==> config.mk <==
export PLATFORM = sky130hd
export DESIGN_NAME = muldiv_ctrl_flat
export DESIGN_NICKNAME = d
export VERILOG_FILES = /design/src/rtl/muldiv_ctrl_pkg.sv /design/src/rtl/muldiv_ctrl_if.sv /design/src/rtl/muldiv_ctrl_iter.sv /design/src/rtl/muldiv_ctrl.sv /design/src/flat_wrapper.sv
export SDC_FILE = /design/constraint.sdc
export NUM_CORES = 1
export LEC_CHECK = 0
export ABC_CLOCK_PERIOD_IN_PS = 5100
export BUFFER_PORTS_ARGS = -buffer_cell sky130_fd_sc_hd__buf_2
export CAP_MARGIN = 10
export CORE_MARGIN = 2
export CORE_UTILIZATION = 43
export DETAILED_ROUTE_END_ITERATION = 10
export MAX_ROUTING_LAYER = met4
export PLACE_DENSITY = 0.71
export SLEW_MARGIN = 0
export SYNTH_ARGS = -nofsm -noshare
export SYNTH_HDL_FRONTEND = slang
export SYNTH_SLANG_ARGS = --single-unit
==> constraint.sdc <==
create_clock -name clk -period 5.1 [get_ports clk]
set_input_delay 0.765 -clock clk [delete_from_list [all_inputs] [get_ports clk]]
set_output_delay 0.765 -clock clk [all_outputs]
set_load 0.05 [all_outputs]
==> src/rtl/muldiv_ctrl_pkg.sv <==
`default_nettype none
// +----------------------------------------------------------------------+
// | Module  : muldiv_ctrl_pkg                                            |
// | Brief   : Op codes, FSM states and decode helpers shared by the      |
// |           multiply/divide sequencer and the ID-stage decoder.        |
// | Revision: 1.0                                                        |
// +----------------------------------------------------------------------+
package muldiv_ctrl_pkg;

    localparam logic [3:0] MD_NONE  = 4'd0;
    localparam logic [3:0] MD_MULT  = 4'd1;
    localparam logic [3:0] MD_MULTU = 4'd2;
    localparam logic [3:0] MD_DIV   = 4'd3;
    localparam logic [3:0] MD_DIVU  = 4'd4;
    localparam logic [3:0] MD_MFHI  = 4'd5;
    localparam logic [3:0] MD_MFLO  = 4'd6;
    localparam logic [3:0] MD_MTHI  = 4'd7;
    localparam logic [3:0] MD_MTLO  = 4'd8;

    typedef enum logic [1:0] {
        S_IDLE  = 2'd0,
        S_PREP  = 2'd1,
        S_CALC  = 2'd2,
        S_FIXUP = 2'd3
    } md_state_t;

    // Multiply or divide: starts an iterative operation.
    function automatic logic is_md_op(input logic [3:0] op);
        return (op >= MD_MULT) && (op <= MD_DIVU);
    endfunction

    // Any op that touches HI/LO and therefore must wait for the unit.
    function automatic logic is_hilo_op(input logic [3:0] op);
        return (op >= MD_MULT) && (op <= MD_MTLO);
    endfunction

    function automatic logic is_signed_op(input logic [3:0] op);
        return (op == MD_MULT) || (op == MD_DIV);
    endfunction

    function automatic logic is_div_op(input logic [3:0] op);
        return (op == MD_DIV) || (op == MD_DIVU);
    endfunction

endpackage
`default_nettype wire

==> src/rtl/muldiv_ctrl_if.sv <==
`default_nettype none
// +----------------------------------------------------------------------+
// | Module  : muldiv_ctrl_if                                             |
// | Brief   : EX-stage <-> multiply/divide unit bundle. The pipeline is  |
// |           the master (issues ops), the unit is the slave.            |
// | Revision: 1.0                                                        |
// +----------------------------------------------------------------------+
interface muldiv_ctrl_if #(
    parameter int WIDTH = 32
);
    logic [3:0]       op_ex;
    logic [WIDTH-1:0] rs_data_ex;
    logic [WIDTH-1:0] rt_data_ex;
    logic             stall_ex;
    logic [WIDTH-1:0] mf_result;
    logic [WIDTH-1:0] hi;
    logic [WIDTH-1:0] lo;
    logic             busy;
    logic             done;

    modport master (
        output op_ex, rs_data_ex, rt_data_ex,
        input  stall_ex, mf_result, hi, lo, busy, done
    );

    modport slave (
        input  op_ex, rs_data_ex, rt_data_ex,
        output stall_ex, mf_result, hi, lo, busy, done
    );
endinterface
`default_nettype wire

==> src/rtl/muldiv_ctrl_iter.sv <==
`default_nettype none
// +----------------------------------------------------------------------+
// | Module  : muldiv_ctrl_iter                                           |
// | Brief   : Unsigned iterative datapath. Shift-add multiply or         |
// |           restoring divide, one bit per i_step. After WIDTH steps    |
// |           {o_hi,o_lo} is the product, or o_hi=remainder,            |
// |           o_lo=quotient.                                             |
// | Revision: 1.0                                                        |
// +----------------------------------------------------------------------+
module muldiv_ctrl_iter #(
    parameter int WIDTH = 32
) (
    input  logic             clk,
    input  logic             reset,
    input  logic             i_load,
    input  logic             i_step,
    input  logic             i_is_div,
    input  logic [WIDTH-1:0] i_a,
    input  logic [WIDTH-1:0] i_b,
    output logic [WIDTH-1:0] o_hi,
    output logic [WIDTH-1:0] o_lo
);

    logic [WIDTH-1:0] r_hi;
    logic [WIDTH-1:0] r_lo;
    logic [WIDTH-1:0] r_b;
    logic [WIDTH:0]   w_mul_sum;
    logic [WIDTH:0]   w_div_shift;
    logic [WIDTH:0]   w_div_diff;

    // Next-step arithmetic; the top bit of w_div_diff is the borrow of the trial subtract.
    always_comb begin
        w_mul_sum   = {1'b0, r_hi} + (r_lo[0] ? {1'b0, r_b} : '0);
        w_div_shift = {r_hi, r_lo[WIDTH-1]};
        w_div_diff  = w_div_shift - {1'b0, r_b};
    end

    // Accumulator (r_hi) and multiplier/quotient (r_lo) shift registers.
    always_ff @(posedge clk or negedge reset) begin
        if (!reset) begin
            r_hi <= '0;
            r_lo <= '0;
            r_b  <= '0;
        end else if (i_load) begin
            r_hi <= '0;
            r_lo <= i_a;
            r_b  <= i_b;
        end else if (i_step) begin
            if (i_is_div) begin
                r_hi <= w_div_diff[WIDTH] ? w_div_shift[WIDTH-1:0] : w_div_diff[WIDTH-1:0];
                r_lo <= {r_lo[WIDTH-2:0], ~w_div_diff[WIDTH]};
            end else begin
                r_hi <= w_mul_sum[WIDTH:1];
                r_lo <= {w_mul_sum[0], r_lo[WIDTH-1:1]};
            end
        end
    end

    assign o_hi = r_hi;
    assign o_lo = r_lo;

endmodule
`default_nettype wire

==> src/rtl/muldiv_ctrl.sv <==
`default_nettype none
// +----------------------------------------------------------------------+
// | Module  : muldiv_ctrl                                                |
// | Brief   : MIPS HI/LO multiply/divide sequencer. Fixed WIDTH+2 cycle  |
// |           MULT/MULTU/DIV/DIVU, single-cycle MTHI/MTLO, combinational |
// |           MFHI/MFLO and the EX-stage stall.                          |
// | Revision: 1.0                                                        |
// +----------------------------------------------------------------------+
module muldiv_ctrl
    import muldiv_ctrl_pkg::*;
#(
    parameter int               WIDTH   = 32,
    parameter logic [WIDTH-1:0] DIV0_LO = {WIDTH{1'b1}}
) (
    input  logic          clk,
    input  logic          reset,
    muldiv_ctrl_if.slave  bus
);

    localparam int             CW     = (WIDTH > 1) ? $clog2(WIDTH) : 1;
    localparam logic [CW-1:0]  C_LAST = CW'(WIDTH - 1);

    md_state_t        r_state;
    logic [CW-1:0]    r_cnt;
    logic [WIDTH-1:0] r_a;
    logic [WIDTH-1:0] r_b;
    logic             r_signed;
    logic             r_is_div;
    logic             r_neg_q;
    logic             r_neg_r;
    logic             r_div0;
    logic [WIDTH-1:0] r_hi;
    logic [WIDTH-1:0] r_lo;
    logic             r_done;

    logic [WIDTH-1:0]   w_abs_a;
    logic [WIDTH-1:0]   w_abs_b;
    logic [WIDTH-1:0]   w_it_hi;
    logic [WIDTH-1:0]   w_it_lo;
    logic [2*WIDTH-1:0] w_prod;
    logic [WIDTH-1:0]   w_fix_hi;
    logic [WIDTH-1:0]   w_fix_lo;

    // Magnitudes handed to the unsigned datapath during PREP.
    always_comb begin
        w_abs_a = (r_signed && r_a[WIDTH-1]) ? -r_a : r_a;
        w_abs_b = (r_signed && r_b[WIDTH-1]) ? -r_b : r_b;
    end

    muldiv_ctrl_iter #(
        .WIDTH (WIDTH)
    ) u_iter (
        .clk      (clk),
        .reset    (reset),
        .i_load   (r_state == S_PREP),
        .i_step   (r_state == S_CALC),
        .i_is_div (r_is_div),
        .i_a      (w_abs_a),
        .i_b      (w_abs_b),
        .o_hi     (w_it_hi),
        .o_lo     (w_it_lo)
    );

    // Sign restoration of the unsigned result; divide-by-zero returns the dividend untouched.
    always_comb begin
        w_prod   = {w_it_hi, w_it_lo};
        w_fix_hi = '0;
        w_fix_lo = '0;
        if (r_is_div) begin
            if (r_div0) begin
                w_fix_hi = r_a;
                w_fix_lo = DIV0_LO;
            end else begin
                w_fix_hi = r_neg_r ? -w_it_hi : w_it_hi;
                w_fix_lo = r_neg_q ? -w_it_lo : w_it_lo;
            end
        end else begin
            if (r_neg_q) begin
                w_prod = -w_prod;
            end
            w_fix_hi = w_prod[2*WIDTH-1:WIDTH];
            w_fix_lo = w_prod[WIDTH-1:0];
        end
    end

    // Sequencer FSM, operand latches and the architectural HI/LO pair.
    always_ff @(posedge clk or negedge reset) begin
        if (!reset) begin
            r_state  <= S_IDLE;
            r_cnt    <= '0;
            r_a      <= '0;
            r_b      <= '0;
            r_signed <= 1'b0;
            r_is_div <= 1'b0;
            r_neg_q  <= 1'b0;
            r_neg_r  <= 1'b0;
            r_div0   <= 1'b0;
            r_hi     <= '0;
            r_lo     <= '0;
            r_done   <= 1'b0;
        end else begin
            r_done <= 1'b0;
            case (r_state)
                S_IDLE: begin
                    if (is_md_op(bus.op_ex)) begin
                        r_a      <= bus.rs_data_ex;
                        r_b      <= bus.rt_data_ex;
                        r_signed <= is_signed_op(bus.op_ex);
                        r_is_div <= is_div_op(bus.op_ex);
                        r_state  <= S_PREP;
                    end else if (bus.op_ex == MD_MTHI) begin
                        r_hi <= bus.rs_data_ex;
                    end else if (bus.op_ex == MD_MTLO) begin
                        r_lo <= bus.rs_data_ex;
                    end
                end
                S_PREP: begin
                    r_neg_q <= r_signed && (r_a[WIDTH-1] ^ r_b[WIDTH-1]);
                    r_neg_r <= r_signed && r_a[WIDTH-1];
                    r_div0  <= (r_b == '0);
                    r_cnt   <= '0;
                    r_state <= S_CALC;
                end
                S_CALC: begin
                    r_cnt <= r_cnt + CW'(1);
                    if (r_cnt == C_LAST) begin
                        r_state <= S_FIXUP;
                    end
                end
                S_FIXUP: begin
                    r_hi    <= w_fix_hi;
                    r_lo    <= w_fix_lo;
                    r_done  <= 1'b1;
                    r_state <= S_IDLE;
                end
                default: r_state <= S_IDLE;
            endcase
        end
    end

    assign bus.stall_ex  = is_hilo_op(bus.op_ex) && (r_state != S_IDLE);
    assign bus.mf_result = (bus.op_ex == MD_MFHI) ? r_hi :
                           (bus.op_ex == MD_MFLO) ? r_lo : '0;
    assign bus.hi        = r_hi;
    assign bus.lo        = r_lo;
    assign bus.busy      = (r_state != S_IDLE);
    assign bus.done      = r_done;

endmodule
`default_nettype wire

==> src/flat_wrapper.sv <==
// flat-port wrapper written by rule: the top's interface ports become plain ports
module muldiv_ctrl_flat import muldiv_ctrl_pkg::*;
#(
    parameter int               WIDTH   = 32,
    parameter logic [WIDTH-1:0] DIV0_LO = {WIDTH{1'b1}}
)
  (clk, reset, bus_op_ex, bus_rs_data_ex, bus_rt_data_ex, bus_stall_ex, bus_mf_result, bus_hi, bus_lo, bus_busy, bus_done);
  muldiv_ctrl_if #(.WIDTH(WIDTH)) bus_i ();
  input  logic clk;
  input  logic reset;
  input wire logic [$bits(bus_i.op_ex)-1:0] bus_op_ex;
  input wire logic [$bits(bus_i.rs_data_ex)-1:0] bus_rs_data_ex;
  input wire logic [$bits(bus_i.rt_data_ex)-1:0] bus_rt_data_ex;
  output wire logic [$bits(bus_i.stall_ex)-1:0] bus_stall_ex;
  output wire logic [$bits(bus_i.mf_result)-1:0] bus_mf_result;
  output wire logic [$bits(bus_i.hi)-1:0] bus_hi;
  output wire logic [$bits(bus_i.lo)-1:0] bus_lo;
  output wire logic [$bits(bus_i.busy)-1:0] bus_busy;
  output wire logic [$bits(bus_i.done)-1:0] bus_done;
  assign bus_i.op_ex = bus_op_ex;
  assign bus_i.rs_data_ex = bus_rs_data_ex;
  assign bus_i.rt_data_ex = bus_rt_data_ex;
  assign bus_stall_ex = bus_i.stall_ex;
  assign bus_mf_result = bus_i.mf_result;
  assign bus_hi = bus_i.hi;
  assign bus_lo = bus_i.lo;
  assign bus_busy = bus_i.busy;
  assign bus_done = bus_i.done;
  muldiv_ctrl #(.WIDTH(WIDTH), .DIV0_LO(DIV0_LO)) u_core (.clk(clk), .reset(reset), .bus(bus_i));
endmodule
[Word level (Yosys, flattened, before mapping)]
Index checks and enable logic that the tools add are counted.
Word-level totals
  flip-flop bits (word level): 237
  input bits: 70
  output and inout port bits: 99
  logic and storage cells: 93
Cells by class
  add/sub/neg operators: 8
  magnitude comparators: 3
  equality and inequality tests: 17
  multiplexer cells: 31
  bitwise gates (word level): 2
  reduce and logical (&&, ||, !) cells: 17
Operators by type and width (count)
  two-way mux 32 bit: 23
  negation 32 bit: 4
  one-hot mux 32 bit (2 select lines): 2
  two-way mux 64 bit: 1
  negation 64 bit: 1
  adder 32 x 33 -> 33 bit: 1
  subtractor 33 x 32 -> 33 bit: 1
  logical NOT 32 bit: 1
  equality test 4 x 3 -> 1 bit, second input constant: 4
  one-hot mux 5 bit (2 select lines): 1
  inequality test 2 x 1 -> 1 bit, second input constant: 4
  one-hot mux 2 bit (4 select lines): 1
  logical AND 1 bit: 6
  nonzero test 2 bit: 3
  adder 5 x 1 -> 5 bit, second input constant: 1
  equality test 5 bit, second input constant: 1
  equality test 2 bit, second input constant: 2
  equality test 4 x 1 -> 1 bit, second input constant: 1
  equality test 4 x 2 -> 1 bit, second input constant: 1
  equality test 4 bit, second input constant: 1
  >= comparator 4 x 1 -> 1 bit, second input constant: 1
  less-or-equal comparator 4 x 3 -> 1 bit, second input constant: 1
  less-or-equal comparator 4 bit, second input constant: 1
  two-way mux 2 bit: 2
  10 further kinds: 13

[Logic depth before layout (Yosys ltp)]
  depth in word-level cells: 5
  gate-level depth with buffers: 15
  depth with buffers taken out: 13

[Modules after synthesis]
From an unflattened synthesis, not the netlist that was laid out.
Unflattened totals
  cells, all modules: 2294
  area total of the unflattened synthesis: 18988.2 um2
Modules (own cells, without submodules)
  muldiv_ctrl: instances 1, cells an instance 1222, area an instance 10362.4 um2, seq. area each 3528.4 um2
  muldiv_ctrl_iter: instances 1, cells an instance 1072, area an instance 8625.8 um2, seq. area each 2402.3 um2

[Least setup slack after synthesis]
OpenSTA, ideal clock, no wires.
  path kind: reg2reg
  start point: register u_core.u_iter.r_lo[31], in the netlist u_core.u_iter.o_lo[31]
  end point: register u_core.u_iter.r_hi[19], in the netlist u_core.u_iter.o_hi[19]
  arrival time: 3.319 ns
  path slack: 1.655 ns
  cell stages (with the launch flop): 16
  buffers on the path: 3
  period minus slack after synthesis: 3.445 ns
  path through: dfrtp_1 > clkbuf_1 > inv_1 > ha_1 > fa_1 > nor2b_1 > o31a_1 > o211a_1 > or4_1 > nand3_1 > nor4b_1 > buf_2 > buf_2 > mux2i_1 > nor2_1 > a221o_1
Between the ends
  cells in the longest elaborated chain, start to end: 5
Ends and longest elaborated chain
  from (decl): line muldiv_ctrl_iter.sv:25  | logic [WIDTH-1:0] r_lo;
  from (signal assigned): line muldiv_ctrl_iter.sv:46  | r_lo <= i_a;
  from (signal assigned): line muldiv_ctrl_iter.sv:51  | r_lo <= {r_lo[WIDTH-2:0], ~w_div_diff[WIDTH]};
  from (signal assigned): line muldiv_ctrl_iter.sv:54  | r_lo <= {w_mul_sum[0], r_lo[WIDTH-1:1]};
  subtractor 33 x 32 -> 33 bit: line muldiv_ctrl_iter.sv:35  | w_div_diff = w_div_shift - {1'b0, r_b};
  two-way mux 32 bit: line muldiv_ctrl_iter.sv:50  | r_hi <= w_div_diff[WIDTH] ? w_div_shift[WIDTH-1:0] : w_div_diff[WIDTH-1:0];
  two-way mux 32 bit: line muldiv_ctrl_iter.sv:49  | if (i_is_div) begin
  two-way mux 32 bit: line muldiv_ctrl_iter.sv:48  | end else if (i_step) begin
  two-way mux 32 bit: line muldiv_ctrl_iter.sv:44  | end else if (i_load) begin
  to (signal assigned): line muldiv_ctrl_iter.sv:50
  to (signal assigned): line muldiv_ctrl_iter.sv:53  | r_hi <= w_mul_sum[WIDTH:1];
  to (decl): line muldiv_ctrl_iter.sv:24  | logic [WIDTH-1:0] r_hi;
No other way between the ends. The select of a mux whose other input is x is not followed.
A chain may end at the register's enable or synchronous reset.

[Worst setup path in the final report]
  start point: register u_core.u_iter.r_lo[0], in the netlist u_core.u_iter.o_lo[0]
  end point: register u_core.r_hi[26], in the netlist u_core.bus.hi[26]
Between the ends
  cells in the longest elaborated chain, start to end: 4
Ends and longest elaborated chain
  negation 64 bit: line muldiv_ctrl.sv:79  | w_prod = -w_prod;
  two-way mux 64 bit: line muldiv_ctrl.sv:78  | if (r_neg_q) begin
  two-way mux 32 bit: line muldiv_ctrl.sv:69  | if (r_is_div) begin
  one-hot mux 32 bit (2 select lines): line muldiv_ctrl.sv:103  | case (r_state)
  to (signal assigned): line muldiv_ctrl.sv:112  | r_hi <= bus.rs_data_ex;
  to (signal assigned): line muldiv_ctrl.sv:131  | r_hi <= w_fix_hi;
  to (decl): line muldiv_ctrl.sv:32  | logic [WIDTH-1:0] r_hi;
No other way between the ends.

==> results.sh <==
export IMPL_status="finished clean"
export IMPL_avgSynthCellArea_um2=8.27
export IMPL_ant_nets=0
export IMPL_endpoint_kind="flop"
export IMPL_cts_sinks=237
export IMPL_worstReg2RegEnd="u_core.bus.hi[26]$_DFFE_PN0P_"
export IMPL_cp_slowest_cell="or4b_1"
export IMPL_synthMostInstantiatedCell="dfrtp_1"
export IMPL_synthFlopType="dfrtp_1"
export IMPL_cp_cell_sequence="inv_1 > ha_1 > nor3b_1 > nand4b_1 > or4b_1 > or4_4 > o21ai_2 > xnor2_1 > o21ai_0 > o21ai_0"
export IMPL_synthDistinctLibCells=76
export IMPL_drive_above_1_share_pct=14.7
export IMPL_insertedDiodeCount=0
export IMPL_fin_skew_ns=0.0318
export IMPL_worstRegToRegCells=10
export IMPL_num_rows=75
export IMPL_synthTopCellsByArea="dfrtp_1, xnor2_1, o21ai_0, ha_1, nand2_1"
export IMPL_gp_congestion=0.948
export IMPL_grtUsageTotal_pct=25.9
export IMPL_rsz0062_at_grt="no"
export IMPL_synth_fp_nets=2351
export IMPL_final_nets=2421
export IMPL_maxSlewHeadroom_pct=32.9
export IMPL_viasPerCell=5.96
export IMPL_vias=16898
export IMPL_crit_path_start_kind="flop"
export IMPL_grt_max_degree=121
export IMPL_io_pins=169
export IMPL_placed_cell_area_mm2=0.0194
export IMPL_antenna_found_initial=0
export IMPL_final_area_mm2=0.0204
export IMPL_dr_pass1_iters=6
export IMPL_period_share_pct=84.6
export IMPL_synth_top_area_share_pct=32.5
export IMPL_max_cap_viol_count=0
export IMPL_slew_viol_final=0
export IMPL_final_min_clock_period_ns=4.32
export IMPL_synth_edf_count=0
export IMPL_cp_data_required_time_ns=5.56
export IMPL_post_cts_setup_buffer_count=0
export IMPL_dr_wl_met3_um=3720
export IMPL_grt_pass1_wl_um=89000
export IMPL_wl_met1_um=25300
export IMPL_syn_to_final_growth_pct=12.0
export IMPL_grt_overflow=0
export IMPL_wl_met2_um=25500
export IMPL_die_x_um=210
export IMPL_dieArea_mm2=0.0441
export IMPL_min_path_type="input pin to async pin"
export IMPL_cts_hold_buf=0
export IMPL_yosysSeqAreaShare_pct=32.5
export IMPL_io_buffers=168
export IMPL_fill_cells=4011
export IMPL_critPathMostFrequentCell="o21ai_0"
export IMPL_start_util_pct=43.6
export IMPL_ys_top_cells_by_count="dfrtp_1, nand2_1, o21ai_0"
export IMPL_cts_max_level=1
export IMPL_final_hold_viol_count=0
export IMPL_p_per_area_mw_per_mm2=785
export IMPL_r2r_slack_ns=0.78
export IMPL_clk_latency_ns=0.59
export IMPL_grt_pass1_vias=16037
export IMPL_yosysTopAreaCell="dfrtp_1"
export IMPL_cts_buffers_inserted=28
export IMPL_worstSetupPathType="flop to flop"
export IMPL_post_cts_resized=0
export IMPL_yosysWarnings=0
export IMPL_dr_max_layer_used="met4"
export IMPL_syn_inst=2205
export IMPL_root_buffer="clkbuf_16"
export IMPL_slowest_delay_ns=0.81
export IMPL_tightest_slew_ns=1.01
export IMPL_whs_ns=0.227
export IMPL_synth_seq_cells=237
export IMPL_critPathMaxFanout=10
export IMPL_cp_arrival_ns=4.77
export IMPL_tns_ns=0
export IMPL_drc=0
export IMPL_setup_viol_count_final=0
export IMPL_dp_hpwl_um=42000
export IMPL_wl_um=56300
export IMPL_irDropWorstVdd_v=0.000357
export IMPL_cts_path_max_buffers=3
export IMPL_fp_dieH_um=210
export IMPL_synth_area_mm2=0.0182
export IMPL_cts_tree="yes"
export IMPL_reg2reg_from="u_core.u_iter.o_lo[0]$_DFFE_PN0P_"
export IMPL_async_flop_share_pct=100
export IMPL_post_drt_wl_per_cell_um=19.9
export IMPL_leakage_uw=0.00926
export IMPL_path_clk_slew_ns=0.06
export IMPL_max_freq_mhz=232
export IMPL_drtIter0Drc=1409
export IMPL_core_mm2=0.0419
through the flow:
step                setup WS (ns)  util [%]  instances  power [uW]
global placement            0.952      46.4       2784       13500
CTS                         0.906      48.8       2833       15900
detailed placement          0.915      46.4       2784       13700
global route                0.655      48.8       2833       17200
finish                      0.784      48.8       2833       16000
floorplan                    1.66         -       2205       11100
area by class of cell:
class / instances / area, um^2 / share of cell area [%]
Clock buffer: 39 / 802 / 3.93
Clock inverter: 10 / 205 / 1.00
Inverter: 79 / 297 / 1.45
Multi-Input combinational cell: 1737 / 11500 / 56.2
Sequential cell: 237 / 5930 / 29.1
Tap cell: 539 / 674 / 3.30
Timing Repair Buffer: 192 / 1040 / 5.11
sequential cells by signal (all words and copies together), names as in the netlist:
signal              count
u_core.r_signed         1
u_core.bus.lo          32
u_core.u_iter.r_b      32
u_core.bus.done         1
u_core.r_cnt            5
u_core.r_neg_r          1
u_core.u_iter.o_lo     32
u_core.r_state          2
u_core.r_a             32
u_core.r_neg_q          1
u_core.r_div0           1
u_core.u_iter.o_hi     32
u_core.r_b             32
u_core.bus.hi          32
u_core.r_is_div         1
report_power, final:
group	internal [uW]	switching [uW]
Sequential	2780	1390
Combinational	3550	6120
Clock	1350	855
Total	7680	8360
layer usage:
layer	vias to the layer above	track usage (%)
met5	-	-
met3	111	3.14
met1	8039	34.5
li1	8077	-
met4	0	8.05
met2	671	41.2
how the worst max path moves through the flow:
stage	depth (start not counted)	slack [ns]	endpoint	from
global route	10	0.66	u_core.bus.hi[26]$_DFFE_PN0P_	u_core.u_iter.o_lo[0]$_DFFE_PN0P_
global placement	10	0.95	u_core.bus.hi[26]$_DFFE_PN0P_	u_core.u_iter.o_lo[0]$_DFFE_PN0P_
floorplan	15	1.66	u_core.u_iter.o_hi[19]$_DFFE_PN0P_	u_core.u_iter.o_lo[31]$_DFFE_PN0P_
detailed placement	10	0.91	u_core.bus.hi[26]$_DFFE_PN0P_	u_core.u_iter.o_lo[0]$_DFFE_PN0P_
finish	10	0.78	u_core.bus.hi[26]$_DFFE_PN0P_	u_core.u_iter.o_lo[0]$_DFFE_PN0P_
CTS	10	0.91	u_core.bus.hi[26]$_DFFE_PN0P_	u_core.u_iter.o_lo[0]$_DFFE_PN0P_
placed cells by master, fill, tap and decap left out, types with 12 or more instances in the layout:
| master | instances |
|---|---|
| a211oi_1 | 17 |
| a21o_1 | 23 |
| a21oi_1 | 159 |
| a22o_1 | 33 |
| a31oi_1 | 26 |
| and2_1 | 13 |
| buf_2 | 167 |
| buf_4 | 23 |
| clkbuf_16 | 28 |
| dfrtp_1 | 236 |
| ha_1 | 72 |
| inv_1 | 77 |
| mux2_2 | 72 |
| mux2i_1 | 64 |
| nand2_1 | 225 |
| nand2b_1 | 31 |
| nand3_1 | 29 |
| nor2_1 | 200 |
| nor3_1 | 28 |
| nor3b_1 | 16 |
| nor4_1 | 21 |
| o211ai_1 | 24 |
| o21ai_0 | 207 |
| o221ai_1 | 16 |
| o22ai_1 | 36 |
| o31ai_1 | 23 |
| o41ai_1 | 12 |
| or3_1 | 27 |
| or4_1 | 15 |
| xnor2_1 | 130 |
| xor2_1 | 65 |
cell families (layout without fill, tap and decap cells):
family          count (synthesis)  count (layout)  share of synthesized area, %
simple gates                  669             669                          17.3
compound gates                661             661                          22.7
flops                         237             237                          32.5
buf+inv                       231             320                          4.85
xor+xnor                      195             195                          9.37
mux                           136             136                          7.96
fa+ha+maj                      76              76                          5.30
worst max-delay path, delay by kind of cell, from the launching register on:
kind            cells  cell delay (ns)
xor+xnor            1             0.10
fa+ha+maj           1             0.26
compound gates      3             0.59
buf+inv             1             0.31
flops               1             0.46
simple gates        4             2.47
No activity file was read; power rests on OpenSTA's default activity.
